File: config.mk
export PLATFORM = sky130hd
export DESIGN_NAME = cpu_axi_bridge_flat
export DESIGN_NICKNAME = d
export VERILOG_FILES = /design/src/rtl/cpu_axi_bridge_pkg.sv /design/src/rtl/cpu_axi_bridge_if.sv /design/src/rtl/axi_wstrb_gen.sv /design/src/rtl/cpu_axi_bridge.sv /design/src/flat_wrapper.sv
export SDC_FILE = /design/constraint.sdc
export NUM_CORES = 1
export LEC_CHECK = 0
export ABC_AREA = 1
export BUFFER_PORTS_ARGS = -buffer_cell sky130_fd_sc_hd__clkbuf_2
export CORE_AREA = 4 4 128 130
export DETAILED_ROUTE_END_ITERATION = 7
export DIE_AREA = 0 0 132 134
export PLACE_DENSITY_LB_ADDON = 0.12
export SLEW_MARGIN = 20
export SYNTH_ARGS = -nofsm -noshare
export SYNTH_HDL_FRONTEND = slang
export SYNTH_HIERARCHICAL = 1
export SYNTH_SLANG_ARGS = --single-unit
File: constraint.sdc
create_clock -name clk -period 3.8 [get_ports clk]
set_input_delay 0.76 -clock clk [delete_from_list [all_inputs] [get_ports clk]]
set_output_delay 0.76 -clock clk [all_outputs]
set_load 0.05 [all_outputs]
File: src/rtl/cpu_axi_bridge_pkg.sv
// Shared types and constants for the CPU-to-AXI3 bridge: FSM states, access
// sizes, fixed AXI burst fields and default transaction IDs.
package cpu_axi_bridge_pkg;

  typedef enum logic [2:0] {
    ST_IDLE,
    ST_RD_ADDR,
    ST_RD_DATA,
    ST_WR_ADDR_DATA,
    ST_WR_RESP
  } state_e;

  typedef enum logic {
    SRC_INST = 1'b0,
    SRC_DATA = 1'b1
  } src_e;

  localparam logic [1:0] SIZE_BYTE = 2'd0;
  localparam logic [1:0] SIZE_HALF = 2'd1;
  localparam logic [1:0] SIZE_WORD = 2'd2;

  // Single-beat INCR bursts, no caching, locking or protection attributes.
  localparam logic [3:0] AXI_LEN0       = 4'd0;
  localparam logic [1:0] AXI_BURST_INCR = 2'b01;
  localparam logic [3:0] AXI_CACHE      = 4'd0;
  localparam logic [1:0] AXI_LOCK       = 2'd0;
  localparam logic [2:0] AXI_PROT       = 3'd0;

  localparam int ID_W_DEF    = 4;
  localparam int INST_ID_DEF = 0;
  localparam int DATA_ID_DEF = 1;

  function automatic logic [2:0] axi_size(input logic [1:0] size);
    return {1'b0, size};
  endfunction

endpackage

File: src/rtl/cpu_axi_bridge_if.sv
// Bus bundle between the core's SRAM-like ports, the bridge and the AXI3 slave.
// master = bridge view, slave = core plus interconnect view.
interface cpu_axi_bridge_if #(
  parameter int ID_W = 4
);

  logic            inst_req;
  logic [31:0]     inst_addr;
  logic            inst_addr_ok;
  logic            inst_data_ok;
  logic [31:0]     inst_rdata;

  logic            data_req;
  logic            data_wr;
  logic [1:0]      data_size;
  logic [31:0]     data_addr;
  logic [31:0]     data_wdata;
  logic            data_addr_ok;
  logic            data_data_ok;
  logic [31:0]     data_rdata;

  logic [ID_W-1:0] arid;
  logic [31:0]     araddr;
  logic [2:0]      arsize;
  logic            arvalid;
  logic            arready;
  logic [ID_W-1:0] rid;
  logic [31:0]     rdata;
  logic            rlast;
  logic            rvalid;
  logic            rready;

  logic [ID_W-1:0] awid;
  logic [31:0]     awaddr;
  logic [2:0]      awsize;
  logic            awvalid;
  logic            awready;
  logic [31:0]     wdata;
  logic [3:0]      wstrb;
  logic            wlast;
  logic            wvalid;
  logic            wready;
  logic            bvalid;
  logic            bready;

  modport master (
    input  inst_req, inst_addr,
    output inst_addr_ok, inst_data_ok, inst_rdata,
    input  data_req, data_wr, data_size, data_addr, data_wdata,
    output data_addr_ok, data_data_ok, data_rdata,
    output arid, araddr, arsize, arvalid,
    input  arready,
    input  rid, rdata, rlast, rvalid,
    output rready,
    output awid, awaddr, awsize, awvalid,
    input  awready,
    output wdata, wstrb, wlast, wvalid,
    input  wready,
    input  bvalid,
    output bready
  );

  modport slave (
    output inst_req, inst_addr,
    input  inst_addr_ok, inst_data_ok, inst_rdata,
    output data_req, data_wr, data_size, data_addr, data_wdata,
    input  data_addr_ok, data_data_ok, data_rdata,
    input  arid, araddr, arsize, arvalid,
    output arready,
    output rid, rdata, rlast, rvalid,
    input  rready,
    input  awid, awaddr, awsize, awvalid,
    output awready,
    input  wdata, wstrb, wlast, wvalid,
    output wready,
    output bvalid,
    input  bready
  );

endinterface

File: src/rtl/axi_wstrb_gen.sv
// Byte-lane strobe generator: maps access size and the low address bits to the
// AXI write strobes for a lane-aligned 32-bit write.
module axi_wstrb_gen
  import cpu_axi_bridge_pkg::*;
(
  input  logic [1:0] size,
  input  logic [1:0] addr_lo,
  output logic [3:0] wstrb
);

  always_comb begin
    // NOTE: assign a default first so every path drives wstrb and no latch is inferred.
    wstrb = 4'b1111;
    case (size)
      SIZE_BYTE: wstrb = 4'b0001 << addr_lo;
      SIZE_HALF: wstrb = addr_lo[1] ? 4'b1100 : 4'b0011;
      default:   wstrb = 4'b1111;
    endcase
  end

endmodule

File: src/rtl/cpu_axi_bridge.sv
// Bridges the core's instruction and data SRAM-like ports onto one AXI3 master,
// data port first, with a single transaction in flight at any time.
module cpu_axi_bridge
  import cpu_axi_bridge_pkg::*;
#(
  parameter int ID_W    = ID_W_DEF,
  parameter int INST_ID = INST_ID_DEF,
  parameter int DATA_ID = DATA_ID_DEF
) (
  input logic              clk,
  input logic              rst,
  cpu_axi_bridge_if.master bus
);

  state_e      state;
  src_e        src_q;
  logic [31:0] addr_q;
  logic [31:0] wdata_q;
  logic [1:0]  size_q;
  logic        arvalid_q, rready_q, awvalid_q, wvalid_q, bready_q;
  logic        aw_done, w_done;

  logic        idle, take_data, take_inst;
  logic        aw_hs, w_hs, rd_fin, wr_fin;
  logic [3:0]  wstrb;
  logic        unused_rsp;

  // Acceptance is combinational so the core sees addr_ok in the request cycle.
  assign idle      = rst && (state == ST_IDLE);
  assign take_data = idle && bus.data_req;
  assign take_inst = idle && !bus.data_req && bus.inst_req;

  assign aw_hs  = awvalid_q && bus.awready;
  assign w_hs   = wvalid_q && bus.wready;
  assign rd_fin = (state == ST_RD_DATA) && bus.rvalid;
  assign wr_fin = (state == ST_WR_RESP) && bus.bvalid;

  always_ff @(posedge clk or negedge rst) begin
    if (!rst) begin
      state     <= ST_IDLE;
      src_q     <= SRC_INST;
      addr_q    <= '0;
      wdata_q   <= '0;
      size_q    <= '0;
      arvalid_q <= 1'b0;
      rready_q  <= 1'b0;
      awvalid_q <= 1'b0;
      wvalid_q  <= 1'b0;
      bready_q  <= 1'b0;
      aw_done   <= 1'b0;
      w_done    <= 1'b0;
    end else begin
      // NOTE: non-blocking updates so every register samples pre-edge values.
      case (state)
        ST_IDLE: begin
          if (take_data) begin
            src_q   <= SRC_DATA;
            addr_q  <= bus.data_addr;
            size_q  <= bus.data_size;
            wdata_q <= bus.data_wdata;
            if (bus.data_wr) begin
              state     <= ST_WR_ADDR_DATA;
              awvalid_q <= 1'b1;
              wvalid_q  <= 1'b1;
              aw_done   <= 1'b0;
              w_done    <= 1'b0;
            end else begin
              state     <= ST_RD_ADDR;
              arvalid_q <= 1'b1;
            end
          end else if (take_inst) begin
            src_q     <= SRC_INST;
            addr_q    <= bus.inst_addr;
            size_q    <= SIZE_WORD;
            wdata_q   <= '0;
            state     <= ST_RD_ADDR;
            arvalid_q <= 1'b1;
          end
        end
        ST_RD_ADDR: begin
          if (bus.arready) begin
            arvalid_q <= 1'b0;
            rready_q  <= 1'b1;
            state     <= ST_RD_DATA;
          end
        end
        ST_RD_DATA: begin
          if (bus.rvalid) begin
            rready_q <= 1'b0;
            state    <= ST_IDLE;
          end
        end
        ST_WR_ADDR_DATA: begin
          if (aw_hs) begin
            awvalid_q <= 1'b0;
            aw_done   <= 1'b1;
          end
          if (w_hs) begin
            wvalid_q <= 1'b0;
            w_done   <= 1'b1;
          end
          if ((aw_done || aw_hs) && (w_done || w_hs)) begin
            bready_q <= 1'b1;
            state    <= ST_WR_RESP;
          end
        end
        ST_WR_RESP: begin
          if (bus.bvalid) begin
            bready_q <= 1'b0;
            state    <= ST_IDLE;
          end
        end
        default: state <= ST_IDLE;
      endcase
    end
  end

  axi_wstrb_gen u_wstrb (
    .size    (size_q),
    .addr_lo (addr_q[1:0]),
    .wstrb   (wstrb)
  );

  assign bus.inst_addr_ok = take_inst;
  assign bus.data_addr_ok = take_data;
  assign bus.inst_data_ok = rd_fin && (src_q == SRC_INST);
  assign bus.data_data_ok = (rd_fin && (src_q == SRC_DATA)) || wr_fin;
  assign bus.inst_rdata   = bus.rdata;
  assign bus.data_rdata   = bus.rdata;

  assign bus.arid    = (src_q == SRC_DATA) ? ID_W'(DATA_ID) : ID_W'(INST_ID);
  assign bus.araddr  = addr_q;
  assign bus.arsize  = axi_size(size_q);
  assign bus.arvalid = arvalid_q;
  assign bus.rready  = rready_q;

  assign bus.awid    = ID_W'(DATA_ID);
  assign bus.awaddr  = addr_q;
  assign bus.awsize  = axi_size(size_q);
  assign bus.awvalid = awvalid_q;
  assign bus.wdata   = wdata_q;
  assign bus.wstrb   = wstrb;
  assign bus.wlast   = wvalid_q;
  assign bus.wvalid  = wvalid_q;
  assign bus.bready  = bready_q;

  // Only one read is ever outstanding, so the response ID and last flag carry no information.
  assign unused_rsp = &{1'b0, bus.rid, bus.rlast};

endmodule

File: src/flat_wrapper.sv
// flat-port wrapper written by rule: the top's interface ports become plain ports
module cpu_axi_bridge_flat import cpu_axi_bridge_pkg::*;
#(
  parameter int ID_W    = ID_W_DEF,
  parameter int INST_ID = INST_ID_DEF,
  parameter int DATA_ID = DATA_ID_DEF
)
  (clk, rst, bus_inst_req, bus_inst_addr, bus_inst_addr_ok, bus_inst_data_ok, bus_inst_rdata, bus_data_req, bus_data_wr, bus_data_size, bus_data_addr, bus_data_wdata, bus_data_addr_ok, bus_data_data_ok, bus_data_rdata, bus_arid, bus_araddr, bus_arsize, bus_arvalid, bus_arready, bus_rid, bus_rdata, bus_rlast, bus_rvalid, bus_rready, bus_awid, bus_awaddr, bus_awsize, bus_awvalid, bus_awready, bus_wdata, bus_wstrb, bus_wlast, bus_wvalid, bus_wready, bus_bvalid, bus_bready);
  cpu_axi_bridge_if #(.ID_W(ID_W)) bus_i ();
  input logic clk;
  input logic rst;
  input wire logic [$bits(bus_i.inst_req)-1:0] bus_inst_req;
  input wire logic [$bits(bus_i.inst_addr)-1:0] bus_inst_addr;
  output wire logic [$bits(bus_i.inst_addr_ok)-1:0] bus_inst_addr_ok;
  output wire logic [$bits(bus_i.inst_data_ok)-1:0] bus_inst_data_ok;
  output wire logic [$bits(bus_i.inst_rdata)-1:0] bus_inst_rdata;
  input wire logic [$bits(bus_i.data_req)-1:0] bus_data_req;
  input wire logic [$bits(bus_i.data_wr)-1:0] bus_data_wr;
  input wire logic [$bits(bus_i.data_size)-1:0] bus_data_size;
  input wire logic [$bits(bus_i.data_addr)-1:0] bus_data_addr;
  input wire logic [$bits(bus_i.data_wdata)-1:0] bus_data_wdata;
  output wire logic [$bits(bus_i.data_addr_ok)-1:0] bus_data_addr_ok;
  output wire logic [$bits(bus_i.data_data_ok)-1:0] bus_data_data_ok;
  output wire logic [$bits(bus_i.data_rdata)-1:0] bus_data_rdata;
  output wire logic [$bits(bus_i.arid)-1:0] bus_arid;
  output wire logic [$bits(bus_i.araddr)-1:0] bus_araddr;
  output wire logic [$bits(bus_i.arsize)-1:0] bus_arsize;
  output wire logic [$bits(bus_i.arvalid)-1:0] bus_arvalid;
  input wire logic [$bits(bus_i.arready)-1:0] bus_arready;
  input wire logic [$bits(bus_i.rid)-1:0] bus_rid;
  input wire logic [$bits(bus_i.rdata)-1:0] bus_rdata;
  input wire logic [$bits(bus_i.rlast)-1:0] bus_rlast;
  input wire logic [$bits(bus_i.rvalid)-1:0] bus_rvalid;
  output wire logic [$bits(bus_i.rready)-1:0] bus_rready;
  output wire logic [$bits(bus_i.awid)-1:0] bus_awid;
  output wire logic [$bits(bus_i.awaddr)-1:0] bus_awaddr;
  output wire logic [$bits(bus_i.awsize)-1:0] bus_awsize;
  output wire logic [$bits(bus_i.awvalid)-1:0] bus_awvalid;
  input wire logic [$bits(bus_i.awready)-1:0] bus_awready;
  output wire logic [$bits(bus_i.wdata)-1:0] bus_wdata;
  output wire logic [$bits(bus_i.wstrb)-1:0] bus_wstrb;
  output wire logic [$bits(bus_i.wlast)-1:0] bus_wlast;
  output wire logic [$bits(bus_i.wvalid)-1:0] bus_wvalid;
  input wire logic [$bits(bus_i.wready)-1:0] bus_wready;
  input wire logic [$bits(bus_i.bvalid)-1:0] bus_bvalid;
  output wire logic [$bits(bus_i.bready)-1:0] bus_bready;
  assign bus_i.inst_req = bus_inst_req;
  assign bus_i.inst_addr = bus_inst_addr;
  assign bus_inst_addr_ok = bus_i.inst_addr_ok;
  assign bus_inst_data_ok = bus_i.inst_data_ok;
  assign bus_inst_rdata = bus_i.inst_rdata;
  assign bus_i.data_req = bus_data_req;
  assign bus_i.data_wr = bus_data_wr;
  assign bus_i.data_size = bus_data_size;
  assign bus_i.data_addr = bus_data_addr;
  assign bus_i.data_wdata = bus_data_wdata;
  assign bus_data_addr_ok = bus_i.data_addr_ok;
  assign bus_data_data_ok = bus_i.data_data_ok;
  assign bus_data_rdata = bus_i.data_rdata;
  assign bus_arid = bus_i.arid;
  assign bus_araddr = bus_i.araddr;
  assign bus_arsize = bus_i.arsize;
  assign bus_arvalid = bus_i.arvalid;
  assign bus_i.arready = bus_arready;
  assign bus_i.rid = bus_rid;
  assign bus_i.rdata = bus_rdata;
  assign bus_i.rlast = bus_rlast;
  assign bus_i.rvalid = bus_rvalid;
  assign bus_rready = bus_i.rready;
  assign bus_awid = bus_i.awid;
  assign bus_awaddr = bus_i.awaddr;
  assign bus_awsize = bus_i.awsize;
  assign bus_awvalid = bus_i.awvalid;
  assign bus_i.awready = bus_awready;
  assign bus_wdata = bus_i.wdata;
  assign bus_wstrb = bus_i.wstrb;
  assign bus_wlast = bus_i.wlast;
  assign bus_wvalid = bus_i.wvalid;
  assign bus_i.wready = bus_wready;
  assign bus_i.bvalid = bus_bvalid;
  assign bus_bready = bus_i.bready;
  cpu_axi_bridge #(.ID_W(ID_W), .INST_ID(INST_ID), .DATA_ID(DATA_ID)) u_core (.clk(clk), .rst(rst), .bus(bus_i));
endmodule
Word-level counts from Yosys, hierarchy flattened
Cells that the tools add are included.
{ "classes": {"eq_ne": 15, "n_shift": 1, "n_mux": 42, "n_bitwise": 1, "reduce_logical": 29} }
{ "op_table": {"columns": ["cell", "n"], "rows": [
  ["$mux W32", 4],
  ["$mux W1", 19],
  ["$mux W3", 6],
  ["$pmux W3 S5", 1],
  ["$pmux W1 S2", 7],
  ["$reduce_and A4 Y1", 3],
  ["$logic_and A1 B1 Y1", 11],
  ["$ne A2 B2 Y1 const B", 5],
  ["$reduce_bool A2 Y1", 5],
  ["$pmux W4 S2", 1],
  ["$eq A3 B2 Y1 const B", 2],
  ["$mux W2", 3],
  ["$ne A2 B1 Y1 const B", 3],
  ["$ne A3 B3 Y1 const B", 2],
  ["$reduce_and A3 Y1", 2],
  ["$reduce_and A5 Y1", 1],
  ["$mux W4", 1],
  ["$shl A1 B2 Y4 const A", 1],
  ["$eq A3 B1 Y1 const B", 1],
  ["$eq A3 B3 Y1 const B", 1],
  ["$logic_not A3 Y1", 1],
  ["$logic_or A1 B1 Y1", 3],
  ["$eq A2 B1 Y1 const B", 1],
  ["$logic_not A2 Y1", 1],
  ["other kinds (3)", 3]
]} }
{ "totals": {"register_bits": 77, "input_bits": 145, "out_inout_bits": 188, "word_cells": 100} }

Longest topological paths before layout
{ "logic_depth": {"ltp_word": 7, "depth_mapped": 9, "depth_no_buf": 9} }

Modules after synthesis
The synthesis kept the hierarchy.
{ "by_module_without_submodules": {"columns": ["module", "n_inst", "cells_each", "area_per_inst_um2", "seq_area_each_um2"], "rows": [
  ["cpu_axi_bridge", 1, 519, 4191.5, 1926.8],
  ["axi_wstrb_gen", 1, 12, 50.0, 0.0]
]} }

Worst setup path after synthesis
OpenSTA, ideal clock, no wires.
{ "synth_path": {"kind": "input to output", "start": "in bus_rvalid", "end": "out bus_data_data_ok", "arrival_ps": 1928, "required_ps": 3040, "path_slack_ps": 1112, "stages": 2, "path_buffers": 0, "path_cell_list": "nand2_1 -> o21ai_0"} }
{ "synth_via": {"elab_chain_len": 3} }
{ "synth_lines": {"columns": ["item", "line_no", "source"], "rows": [
  ["start, declared", "flat_wrapper.sv:33", "input wire logic [$bits(bus_i.rvalid)-1:0] bus_rvalid;"],
  ["$logic_and A1 B1 Y1", "cpu_axi_bridge.sv:35", "assign rd_fin = (state == ST_RD_DATA) && bus.rvalid;"],
  ["$logic_and A1 B1 Y1", "cpu_axi_bridge.sv:127", "assign bus.data_data_ok = (rd_fin && (src_q == SRC_DATA)) || wr_fin;"],
  ["$logic_or A1 B1 Y1", "cpu_axi_bridge.sv:127", null],
  ["end, declared", "flat_wrapper.sv:23", "output wire logic [$bits(bus_i.data_data_ok)-1:0] bus_data_data_ok;"]
]} }
No other way between the ends.

Worst setup path in the final report
{ "layout_path": {"start": "in bus_data_req", "end": "out bus_data_addr_ok"} }
{ "layout_via": {"elab_chain_len": 1} }
{ "layout_lines": {"columns": ["item", "line_no", "source"], "rows": [
  ["start, declared", "flat_wrapper.sv:17", "input wire logic [$bits(bus_i.data_req)-1:0] bus_data_req;"],
  ["$logic_and A1 B1 Y1", "cpu_axi_bridge.sv:30", "assign take_data = idle && bus.data_req;"],
  ["end, declared", "flat_wrapper.sv:22", "output wire logic [$bits(bus_i.data_addr_ok)-1:0] bus_data_addr_ok;"]
]} }
No other way between the ends.

==> flow_summary.toml <==
[worst_setup_path]
slowest_stage = "clkinv_2"
critPathLaunchType = "input port"
cp_data_arrival_time_ns = 1.71
crit_chain = "clkbuf_2 > nand4_2 > clkinv_2 > buf_12"
r2r_slack_ns = 1.40
cp-end-kind = "primary output"
cp_max_fo = 29
crit_type = "input port to primary output"
cp.buffers_inverters = 3
timing.rr.end = "u_core/bus.wdata[29]"
slowest_delay_ns = 0.40
path_delay_family = "buffers and inverters"
worst_r2r_path_depth = 8
worstPathRequired_ns = 3.04
r2r_start = "u_core/state[0]"

[layout]
drive_above_1_share_pct = 38.1
multiInputGateArea_um2 = 1290
layout_common_cells = "clkbuf_2, nand2_1, dfrtp_1, nor2_1, a31oi_1"
layoutNonFillerInstCount = 839
final_nets = 791
layout_commonest_cell = "clkbuf_2"
n_fill_cell = 1685
final_area_um2 = 5020
regArea_um2 = 1930
diodes = 0
syn2layout_area_growth_pct = 18.4

[logic_synthesis]
synth_area_leaders = "dfrtp_1, buf_4, nand2_1, a31oi_1, nor2_1"
seq_area_frac_synth_pct = 45.4
synthCells = 531
synth.avg_cell_area_um2 = 7.99
yosys_warnings = 6
synth_cell_types = 21
synth.top_cell.area_share_pct = 45.4
ys_seq_elements = 77
yosysTopAreaCell = "dfrtp_1"
syn_area_um2 = 4240

[cts]
ctsHoldBuffers = 0
cts_buffers = 9
clock-sinks = 77
cts-htree-levels = 3
cts_buffer_depth = 2
path_clk_slew_ns = 0.06
post-cts-setup-buffers = 0
clock_latency_ns = 0.34
cts_tree = "yes"
cts.repair.resized = 0
root_buffer = "clkbuf_16"

[route]
ant_nets = 0
drt_wl_total_um = 12700
route.detailed.wl_per_inst_um = 15.1
drc = 0
vias = 3587
drt_iter0_markers = 115
viasPerCell = 4.28
drtPass1Iterations = 4

[power]
pwr-share-comb_pct = 59.5
leakagePower_nw = 2.85
power.internal_mw = 2.39
powerDensity_nw_per_um2 = 1150
finalPower_mw = 5.79
netSwitchingPower_mw = 3.40
swShare_pct = 58.7
clock_power_share_pct = 15.0
vdd_drop_max_mv = 0.379
power_frac_seq_pct = 25.5

[global_routing]
antenna_found_initial = 0
gr-total-overflow = 0
grt.total_usage_pct = 14.1
grt_pass1_wl_um = 19500
grt_pass1_vias = 3515
grt_max_degree = 61

[status]
status = "finished clean"

[min_path]
min-delay-start = "u_core/bus.wdata[4]"
hold_class = "register to register"
hold_path_depth = 2
holdPathEnd = "u_core/bus.wdata[4]"

[die]
io_pins = 333
chipHeight_um = 134
die_area_um2 = 17700
num_rows = 45
start_util_pct = 28.0
die_w_um = 132
design.core.area_um2 = 15100

[job]
drv_cap = 0

[timing]
rsz0062_at_grt = "no"
min_period_over_period_pct = 64.9
max_slew_margin_pct = 57.0
finalSetupTns_ns = 0
slew_violations = 0
whs_ns = 0.472
finalSetupViolations = 0
hold_viol_final = 0
max_freq_mhz = 406
finClkSkew_ns = 0.00881
tightestPinTransition_ns = 0.644
finalCriticalPeriod_ns = 2.47

[placement]
place_area_um2 = 4720
globalplace.congestion = 0.799
dp.cells = 823
hpwl_um = 9830
numPortBuffers = 222
[per-layer routing]
layer  GRT usage, %  up-vias  part of all wire [%]
li1               -     1773                     -
met1           15.5     1621                    39
met2           25.2      155                    51
met3           4.61       38                   7.7
met4           5.66        0                   2.5
met5              0        -                     0
[worst max path at each step]
stage / end / depth (start not counted) / from / slack, ns
after CTS: bus_data_addr_ok / 4 / bus_data_req / 1.31
after detailed placement: u_core/bus.wdata[29] / 8 / bus_data_req / 0.99
after floorplan: bus_data_data_ok / 2 / bus_rvalid / 1.11
after global routing: u_core/bus.wdata[29] / 8 / u_core/state[0] / 1.19
final: bus_data_addr_ok / 4 / bus_data_req / 1.33
after global placement: u_core/bus.wdata[13] / 8 / bus_data_req / 0.99
[state kept, by name, indices dropped and copies added (netlist names)]
register and flops:
u_core/bus.araddr 32, u_core/bus.wdata 32, u_core/state 3, u_core/size_q 2
u_core/aw_done 1, u_core/bus.arvalid 1, u_core/bus.awvalid 1, u_core/bus.bready 1
u_core/bus.rready 1, u_core/bus.wlast 1, u_core/src_q 1, u_core/w_done 1
[through the flow]
step,utilization (%),setup slack [ns]
6_report,33.2,1.33
4_1_cts,33.2,1.31
5_1_grt,33.2,1.19
3_5_place_dp,31.2,0.991
3_3_place_gp,31.2,0.988
2_1_floorplan,-,1.11
[power by group through the flow]
stage,registers [mW],logic [mW],clock network [mW]
after floorplan,2.60,1.95,0
after global placement,1.49,3.49,0
after detailed placement,1.51,3.49,0
after CTS,1.49,3.49,0.908
after global routing,1.54,3.66,0.933
final,1.48,3.45,0.870
[cells by family after synthesis]
kind of cell    Yosys count  synth area share, %
other cells               2                0.177
simple gates            258                 23.7
compound gates           42                 6.05
flops                    77                 45.4
buf+inv                 152                 24.7
[worst register-to-register path: stages (launching register included)]
cell and delay, ns:
dfrtp_1 0.45, nor2_2 0.09, nand4_2 0.09, buf_4 0.41
nand2_2 0.29, buf_12 0.28, inv_2 0.52, nand2_1 0.12
nand2_1 0.09
[cell usage after synthesis]
library cell	n
nor2_1	38
a31oi_1	32
nand4_2	1
buf_6	5
a21boi_0	1
nand4_1	3
nor2_2	1
o21ai_0	6
inv_1	20
o22a_1	1
nor3_1	2
buf_4	112
nand3_1	8
o21ai_1	2
nand2_1	203
clkinv_2	1
dfrtp_1	77
inv_2	1
nand2_2	2
conb_1	2
buf_2	13
[area by class of cell]
type	count	area share, %
sequential	77	38.4
timing repair buffer	227	23.5
tap	188	4.68
clock inverter	5	1.20
clock buffer	11	4.83
multi-input combinational	309	25.8
inverter	22	1.67
No activity file was read; power rests on OpenSTA's default activity.
